**src/rtl/bubble_sort_if.sv**
```systemverilog
// Bundle for the bubble-sort controller: host control (Go/N), data RAM port
// and sorted-stream outputs.
//   master : the controller (drives RAM address/write, Busy, stream, Done)
//   slave  : host + RAM side (drives Go, N, Mem_Rdata)
interface bubble_sort_if #(
  parameter int DATA_W = 8,
  parameter int ADDR_W = 5
);
  logic              Go;
  logic [5:0]        N;
  logic [ADDR_W-1:0] Mem_Addr;
  logic              Mem_We;
  logic [DATA_W-1:0] Mem_Wdata;
  logic [DATA_W-1:0] Mem_Rdata;
  logic              Busy;
  logic [DATA_W-1:0] Sorted_Data;
  logic              Out_Valid;
  logic              Done;

  modport master (
    input  Go, N, Mem_Rdata,
    output Mem_Addr, Mem_We, Mem_Wdata, Busy, Sorted_Data, Out_Valid, Done
  );

  modport slave (
    output Go, N, Mem_Rdata,
    input  Mem_Addr, Mem_We, Mem_Wdata, Busy, Sorted_Data, Out_Valid, Done
  );
endinterface

```
**src/rtl/bubble_sort_ctrl.sv**
```systemverilog
// In-place bubble sort sequencer for a single-port, sync-read RAM, followed
// by an ascending stream-out of the sorted words.
// Ports:
//   Clk  - rising-edge clock
//   Rst  - synchronous, active-high reset
//   bus  - bubble_sort_if.master: Go/N in, Mem_* RAM port, Busy,
//          Sorted_Data/Out_Valid stream, Done pulse
module bubble_sort_ctrl #(
  parameter int DATA_W = 8,
  parameter int ADDR_W = 5,
  parameter int DEPTH  = 32
) (
  input  logic          Clk,
  input  logic          Rst,
  bubble_sort_if.master bus
);
  // One extra bit so a count of DEPTH (and j/p/k reaching it) never wraps.
  localparam int CW = ADDR_W + 1;

  typedef enum logic [3:0] {
    IDLE, RDA, RDB, CMP, WRA, WRB, NEXT, OUTP, DRAIN, DONE
  } state_t;

  state_t            state, state_nx;
  logic [CW-1:0]     nc, j, p, k;
  logic [CW-1:0]     n_clip, last_j;
  logic              pass_last, pass_end_out;
  logic [DATA_W-1:0] a, b, sd_hold;
  logic              swapped, ov;

  assign n_clip       = (int'(bus.N) > DEPTH) ? CW'(DEPTH) : CW'(bus.N);
  // Final j of the current pass; valid only while sorting (nc >= 2, p <= nc-2).
  assign last_j       = nc - CW'(2) - p;
  assign pass_last    = (p == nc - CW'(2));
  // Early exit on a clean pass, or after the final pass.
  assign pass_end_out = !swapped || pass_last;

  // State register
  always_ff @(posedge Clk) begin
    if (Rst) state <= IDLE;
    else     state <= state_nx;
  end

  // Next-state logic
  always_comb begin
    state_nx = state;
    case (state)
      IDLE:  if (bus.Go) state_nx = (n_clip <= CW'(1)) ? OUTP : RDA;
      RDA:   state_nx = RDB;
      RDB:   state_nx = CMP;
      // M[j+1] is on the read port this cycle; A already holds M[j].
      CMP:   state_nx = (a > bus.Mem_Rdata) ? WRA : NEXT;
      WRA:   state_nx = WRB;
      WRB:   state_nx = NEXT;
      NEXT:  begin
        if (j < last_j)    state_nx = RDA;
        else if (pass_end_out) state_nx = OUTP;
        else               state_nx = RDA;
      end
      OUTP:  begin
        if (nc == '0)                 state_nx = DONE;
        else if (k == nc - CW'(1))    state_nx = DRAIN;
      end
      DRAIN: state_nx = DONE;
      DONE:  state_nx = IDLE;
      default: state_nx = IDLE;
    endcase
  end

  // Counters, compare/swap registers and stream register
  always_ff @(posedge Clk) begin
    if (Rst) begin
      nc      <= '0;
      j       <= '0;
      p       <= '0;
      k       <= '0;
      a       <= '0;
      b       <= '0;
      swapped <= 1'b0;
      ov      <= 1'b0;
      sd_hold <= '0;
    end else begin
      case (state)
        IDLE: if (bus.Go) begin
          nc      <= n_clip;
          j       <= '0;
          p       <= '0;
          k       <= '0;
          swapped <= 1'b0;
        end
        RDB:  a <= bus.Mem_Rdata;
        CMP:  b <= bus.Mem_Rdata;
        WRA:  swapped <= 1'b1;
        NEXT: begin
          if (j < last_j) j <= j + CW'(1);
          else if (!pass_end_out) begin
            p       <= p + CW'(1);
            j       <= '0;
            swapped <= 1'b0;
          end
        end
        OUTP: k <= k + CW'(1);
        default: ;
      endcase
      // Valid lands the cycle the RAM presents the word for the OUTP address.
      ov <= (state == OUTP) && (nc != '0);
      if (ov) sd_hold <= bus.Mem_Rdata;
    end
  end

  // Stream word: live RAM data while valid, otherwise the last word shown.
  assign bus.Sorted_Data = ov ? bus.Mem_Rdata : sd_hold;
  assign bus.Out_Valid   = ov;

  // Output logic
  always_comb begin
    bus.Mem_Addr  = '0;
    bus.Mem_We    = 1'b0;
    bus.Mem_Wdata = '0;
    bus.Busy      = (state != IDLE);
    bus.Done      = (state == DONE);
    case (state)
      RDA:  bus.Mem_Addr = j[ADDR_W-1:0];
      RDB:  bus.Mem_Addr = ADDR_W'(j + CW'(1));
      WRA:  begin
        bus.Mem_Addr  = j[ADDR_W-1:0];
        bus.Mem_We    = 1'b1;
        bus.Mem_Wdata = b;
      end
      WRB:  begin
        bus.Mem_Addr  = ADDR_W'(j + CW'(1));
        bus.Mem_We    = 1'b1;
        bus.Mem_Wdata = a;
      end
      OUTP: bus.Mem_Addr = k[ADDR_W-1:0];
      default: ;
    endcase
  end
endmodule

```
**src/flat_wrapper.sv**
```systemverilog
// flat-port wrapper written by rule: the top's interface ports become plain ports
module bubble_sort_ctrl_flat 
#(
  parameter int DATA_W = 8,
  parameter int ADDR_W = 5,
  parameter int DEPTH  = 32
)
  (Clk, Rst, bus_Go, bus_N, bus_Mem_Rdata, bus_Mem_Addr, bus_Mem_We, bus_Mem_Wdata, bus_Busy, bus_Sorted_Data, bus_Out_Valid, bus_Done);
  bubble_sort_if #(.DATA_W(DATA_W), .ADDR_W(ADDR_W)) bus_i ();
  input  logic Clk;
  input  logic Rst;
  input wire logic [$bits(bus_i.Go)-1:0] bus_Go;
  input wire logic [$bits(bus_i.N)-1:0] bus_N;
  input wire logic [$bits(bus_i.Mem_Rdata)-1:0] bus_Mem_Rdata;
  output wire logic [$bits(bus_i.Mem_Addr)-1:0] bus_Mem_Addr;
  output wire logic [$bits(bus_i.Mem_We)-1:0] bus_Mem_We;
  output wire logic [$bits(bus_i.Mem_Wdata)-1:0] bus_Mem_Wdata;
  output wire logic [$bits(bus_i.Busy)-1:0] bus_Busy;
  output wire logic [$bits(bus_i.Sorted_Data)-1:0] bus_Sorted_Data;
  output wire logic [$bits(bus_i.Out_Valid)-1:0] bus_Out_Valid;
  output wire logic [$bits(bus_i.Done)-1:0] bus_Done;
  assign bus_i.Go = bus_Go;
  assign bus_i.N = bus_N;
  assign bus_i.Mem_Rdata = bus_Mem_Rdata;
  assign bus_Mem_Addr = bus_i.Mem_Addr;
  assign bus_Mem_We = bus_i.Mem_We;
  assign bus_Mem_Wdata = bus_i.Mem_Wdata;
  assign bus_Busy = bus_i.Busy;
  assign bus_Sorted_Data = bus_i.Sorted_Data;
  assign bus_Out_Valid = bus_i.Out_Valid;
  assign bus_Done = bus_i.Done;
  bubble_sort_ctrl #(.DATA_W(DATA_W), .ADDR_W(ADDR_W), .DEPTH(DEPTH)) u_core (.Clk(Clk), .Rst(Rst), .bus(bus_i));
endmodule
```
**config.mk**
```make
export PLATFORM = sky130hd
export DESIGN_NAME = bubble_sort_ctrl_flat
export DESIGN_NICKNAME = d
export VERILOG_FILES = /design/src/rtl/bubble_sort_if.sv /design/src/rtl/bubble_sort_ctrl.sv /design/src/flat_wrapper.sv
export SDC_FILE = /design/constraint.sdc
export NUM_CORES = 1
export LEC_CHECK = 0
export BUFFER_PORTS_ARGS = -buffer_cell sky130_fd_sc_hd__buf_2
export CAP_MARGIN = 20
export CORE_UTILIZATION = 25
export DETAILED_ROUTE_END_ITERATION = 6
export RECOVER_POWER = 100
export SETUP_SLACK_MARGIN = 0.02
export SYNTH_ARGS = -nofsm -noshare
export SYNTH_HDL_FRONTEND = slang
export SYNTH_SLANG_ARGS = --single-unit
export TNS_END_PERCENT = 1
```
**constraint.sdc**
```tcl
create_clock -name Clk -period 6.08 [get_ports Clk]
set_input_delay 1.216 -clock Clk [delete_from_list [all_inputs] [get_ports Clk]]
set_output_delay 1.216 -clock Clk [all_outputs]
set_load 0.005 [all_outputs]
```
# Word level (Yosys, flattened, before mapping)
# Index checks and enable logic that the tools add are counted.
[totals] ff_bits=54 wordCells=80 out_inout_bits=25 in_bits=17
[op_classes] n_addsub=6 order_cmp=4 n_mux=25 n_reduce_logical=19 n_eq_ne=16
[op_table] op="$mux W6" n=6
[op_table] op="$pmux W4 S9" n=1
[op_table] op="$pmux W6 S2" n=3
[op_table] op="$add A6 B1 Y6 const B" n=3
[op_table] op="$eq A4 B3 Y1 const B" n=4
[op_table] op="$mux W4" n=4
[op_table] op="$pmux W8 S2" n=1
[op_table] op="$pmux W5 S3" n=1
[op_table] op="$eq A6 B6 Y1" n=2
[op_table] op="$eq A4 B2 Y1 const B" n=2
[op_table] op="$eq A4 B4 Y1 const B" n=2
[op_table] op="$gt A8 B8 Y1" n=1
[op_table] op="$mux W8" n=1
[op_table] op="$reduce_and A4 Y1" n=2
[op_table] op="$gt A6 B6 Y1 const B" n=1
[op_table] op="$le A6 B1 Y1 const B" n=1
[op_table] op="$logic_not A6 Y1" n=1
[op_table] op="$lt A6 B6 Y1" n=1
[op_table] op="$mux W3" n=2
[op_table] op="$ne A2 B2 Y1 const B" n=3
[op_table] op="$reduce_and A2 Y1" n=3
[op_table] op="$reduce_bool A6 Y1" n=1
[op_table] op="$reduce_or A2 Y1" n=3
[op_table] op="$sub A6 B1 Y6 const B" n=1
[op_table] op="16 further kinds" n=20

# Depth between registers and ports, before layout
[depth] ltp_word=6 depth_mapped=17 ltp_nobuf=16

# Worst setup path after synthesis
# No wires, ideal clock.
[synth_timing] path_type="register -> register" start="register u_core.nc[1]" end="register u_core.j[5]" period_less_slack_ps=3429 setup_time_ps=70 stages_incl_launch_ff=17 arrival_ps=3359 n_path_buf=0 slack_ps=2651 required_time_ps=6010 cell_sequence="dfxtp_1 inv_1 ha_1 inv_1 ha_1 o21ai_0 nand2b_1 a21o_1 a21oi_1 xor2_1 ha_1 nand3_1 a21oi_2 a2111oi_4 nor3_2 or4_1 a21oi_1"
[synth_between] elab_chain_len=5 elab_cells_between_ends=9 classes_between="add/sub (2); order compare (1); eq/ne (2); mux (2); reduce/logical (2)"
[synth_lines] element="start, declared" line="bubble_sort_ctrl.sv:25" rtl="logic [CW-1:0] nc, j, p, k;"
[synth_lines] element="start signal, assigned" line="bubble_sort_ctrl.sv:85" rtl="nc <= n_clip;"
[synth_lines] element="$sub A6 B2 Y6 (*)" line="bubble_sort_ctrl.sv:33, bubble_sort_ctrl.sv:34"
[synth_lines] element="$sub A6 B6 Y6 or $eq A6 B6 Y1 (tied branches)" line="bubble_sort_ctrl.sv:33, bubble_sort_ctrl.sv:34"
[synth_lines] element="$lt A6 B6 Y1 or $logic_or A1 B1 Y1 (tied branches)" line="bubble_sort_ctrl.sv:95, bubble_sort_ctrl.sv:36"
[synth_lines] element="$ne A3 B3 Y1 (no line) or $mux W6 (tied branches)"
[synth_lines] element="$reduce_and A3 Y1 (no line) or $pmux W6 S2 (tied branches)"
[synth_lines] element="end signal, assigned" line="bubble_sort_ctrl.sv:95" rtl="if (j < last_j) j <= j + CW'(1);"
[synth_lines] element="end, declared" line="bubble_sort_ctrl.sv:25"
# Every way passes the cells marked *; elsewhere a longest branch is shown, timed or not.
# A chain may end at the register's enable or synchronous reset.

# Worst setup path after layout
# Same ends and word-level chain as after synthesis.

==> impl_metrics.ini <==
[routing]
totalWireLength_mm = 8.312
final_antenna_net_count = 0
routed_via_density = 4.695
wl_per_cell_um = 13.15
dr.pass1.iters = 4
dr.first_iter.drc_count = 167
drc = 0
vias = 2967

[global_route]
antenna_found_initial = 0
grt_overflow_total = 0
grt.total_usage_pct = 12.12
grt_pass1_vias = 2793
grt_max_degree = 49
grt_pass1_wl_mm = 13.85

[worst_hold_path]
holdPathEnd = u_core.b[7]
hold_depth = 2
hp-start = u_core.b[7]
hp-class = flip-flop to flip-flop

[place]
dp.cells = 624
port_buffers = 41
hpwl_mm = 6.178
gp_congestion = 0.8547

[clock_tree]
cts-hold-fix-buffers = 0
clk-insertion-delay-late_ns = 0.30
cts_tree = yes
cts_resized = 0
clkSinkCount = 54
cts.clk_slew.worst_paths_ns = 0.07
htree_levels = 2
cts_buffer_depth = 2
cts_inserted_buffers = 5
cts_setup_buffers = 0
clock-root-buffer = clkbuf_16

[sta]
finalHoldViolations = 0
rsz0062_at_grt = no
relSlewSlack_pct = -43.84
fmax_ghz = 0.2174
period_minus_slack_ns = 4.600
fin_hold_ws_ns = 0.4569
tightest_slew_ns = 2.158
setup_viol = 0
tns_ns = 0
finalMaxSlewViolations = 57
finalCritPeriodShare_pct = 75.66
finClkSkew_ns = 0.004529

[final_layout]
fin_nets = 498
fin_cells = 632
layout-drive-gt1-share_pct = 10.31
regArea_um2 = 1081
fin_util_pct = 29.07
antennaDiodeCount = 0
area_growth_pct = 13.36
multi_input_area_um2 = 2118
fill_cells = 1401

[synthesis]
yosys_most_used_dff = dfxtp_1
post-synth-top-count-cell = nand2_1
synth_common_cells = nand2_1, dfxtp_1, a21oi_1, nor2_1, ha_1
synthDistinctLibCells = 58
avgSynthCellArea_um2 = 7.966
syn_inst = 428
ys_ff_latch = 54
syn_area_um2 = 3410
synth.largest_area_cell = dfxtp_1
syn-num-nets = 471
async_reset_ff_share_pct = 0
synth_area_leaders = dfxtp_1, ha_1, nand2_1, a21oi_1, nor2_1
synth_top_area_share_pct = 31.71
synth_edf_count = 0
ys_warn_count = 0
yosysSeqAreaShare_pct = 31.71

[floorplanning]
coreArea_um2 = 13300
die_area_um2 = 14110
ios = 42
initial_utilization_pct = 25.64
die_h_um = 118.8
die_w_um = 118.8
fp-row-count = 42

[pwr]
max-vdd-ir-drop_mv = 0.1109
p_leak_nw = 1.455
p_per_area_nw_per_um2 = 227.2
total_power_uw = 878.2

[job]
maxCapViolations = 2

[setup_path]
start_kind = flip-flop
r2r_setup_slack_ns = 1.48
path_max_fanout = 7
endpoint_kind = flip-flop
r2r-end = u_core.j[5]
cp.required_ns = 6.31
ff2ff_path_depth = 16
path_class = flip-flop to flip-flop
reg2reg_from = u_core.nc[1]
cp.arrival_ns = 4.83

[status]
violations = max-capacitance violations, max-slew violations
status = finished with violations
-- per-stage QoR --
stage	setup slack (ns)	instance area [um2]
final	1.480	3865
after global routing	1.053	3865
after CTS	2.310	3916
after detailed placement	2.333	3746
after global placement	2.483	3746
after floorplan	2.651	3410
-- sequential cells by signal (all words and copies together), names as in the netlist --
register / cells
u_core.nc: 6
u_core.k: 6
u_core.swapped: 1
u_core.state: 4
u_core.bus.Out_Valid: 1
u_core.p: 6
u_core.a: 8
u_core.sd_hold: 8
u_core.b: 8
u_core.j: 6
-- area by class of cell --
| class | instances | area share [%] |
|---|---|---|
| Tap cell | 176 | 5.698 |
| Inverter | 23 | 2.234 |
| Timing Repair Buffer | 42 | 4.888 |
| Clock buffer | 5 | 3.237 |
| Clock inverter | 3 | 1.165 |
| Multi-Input combinational cell | 329 | 54.81 |
| Sequential cell | 54 | 27.97 |
-- critical path: stages (launching register included) --
cell and delay, ns:
dfxtp_1 0.41, inv_1 0.13, ha_1 0.30, inv_1 0.04
ha_1 0.32, o21ai_0 0.09, nand2b_1 0.11, a21o_1 0.18
a21oi_1 0.17, xor2_1 0.16, ha_1 0.28, nand3_1 0.09
a21oi_1 0.06, a2111oi_0 1.28, nor3_2 0.23, or4_1 0.54
a21oi_1 0.14
-- how the worst max path moves through the flow --
stage / depth (start not counted) / to / slack, ns / from
2_1_floorplan: 16 / u_core.j[5] / 2.65 / u_core.nc[1]
3_3_place_gp: 16 / u_core.j[5] / 2.48 / u_core.nc[1]
3_5_place_dp: 16 / u_core.j[5] / 2.33 / u_core.nc[1]
4_1_cts: 16 / u_core.j[5] / 2.31 / u_core.nc[1]
5_1_grt: 16 / u_core.j[5] / 1.05 / u_core.nc[1]
6_report: 16 / u_core.j[5] / 1.48 / u_core.nc[1]
-- power breakdown --
| part | internal (mW) | switching, mW | total, mW |
|---|---|---|---|
| clock network | 0.194 | 0.136 | 0.331 |
| registers | 0.366 | 0.0186 | 0.384 |
| logic | 0.0645 | 0.0987 | 0.163 |
-- layer usage --
layer	global-route usage [%]	up-vias	wire, um
met4	3.956	0	100
met2	19.74	51	3899
li1	-	1530	-
met1	16.50	1379	4041
met5	0	-	0
met3	1.496	7	271
-- cell families after synthesis --
| group | synth area share (%) |
|---|---|
| flops | 31.71 |
| mux | 5.285 |
| compound gates | 16.51 |
| xor+xnor | 5.395 |
| fa+ha+maj | 9.761 |
| simple gates | 25.98 |
| buf+inv | 5.358 |
-- cells in the final DEF, fill, tap and decap left out, types with 3 or more instances in the layout --
| master | instances |
|---|---|
| nand2_1 | 60 |
| dfxtp_1 | 54 |
| a21oi_1 | 40 |
| nor2_1 | 38 |
| ha_1 | 25 |
| inv_1 | 23 |
| buf_2 | 20 |
| clkbuf_1 | 19 |
| o21ai_0 | 14 |
| nor2b_1 | 14 |
| xnor2_1 | 12 |
| nand3_1 | 12 |
| nor3_1 | 11 |
| xor2_1 | 9 |
| mux2i_1 | 9 |
| mux2_2 | 7 |
| nor3b_1 | 6 |
| nand4_1 | 6 |
| or4_1 | 5 |
| clkbuf_16 | 5 |
| nand2b_1 | 4 |
| o211ai_1 | 4 |
| and3_1 | 4 |
| a22oi_1 | 3 |
| or3_1 | 3 |
| nand3b_1 | 3 |
| nor4_1 | 3 |
| o21a_1 | 3 |
(Power assumes the default switching activity.)
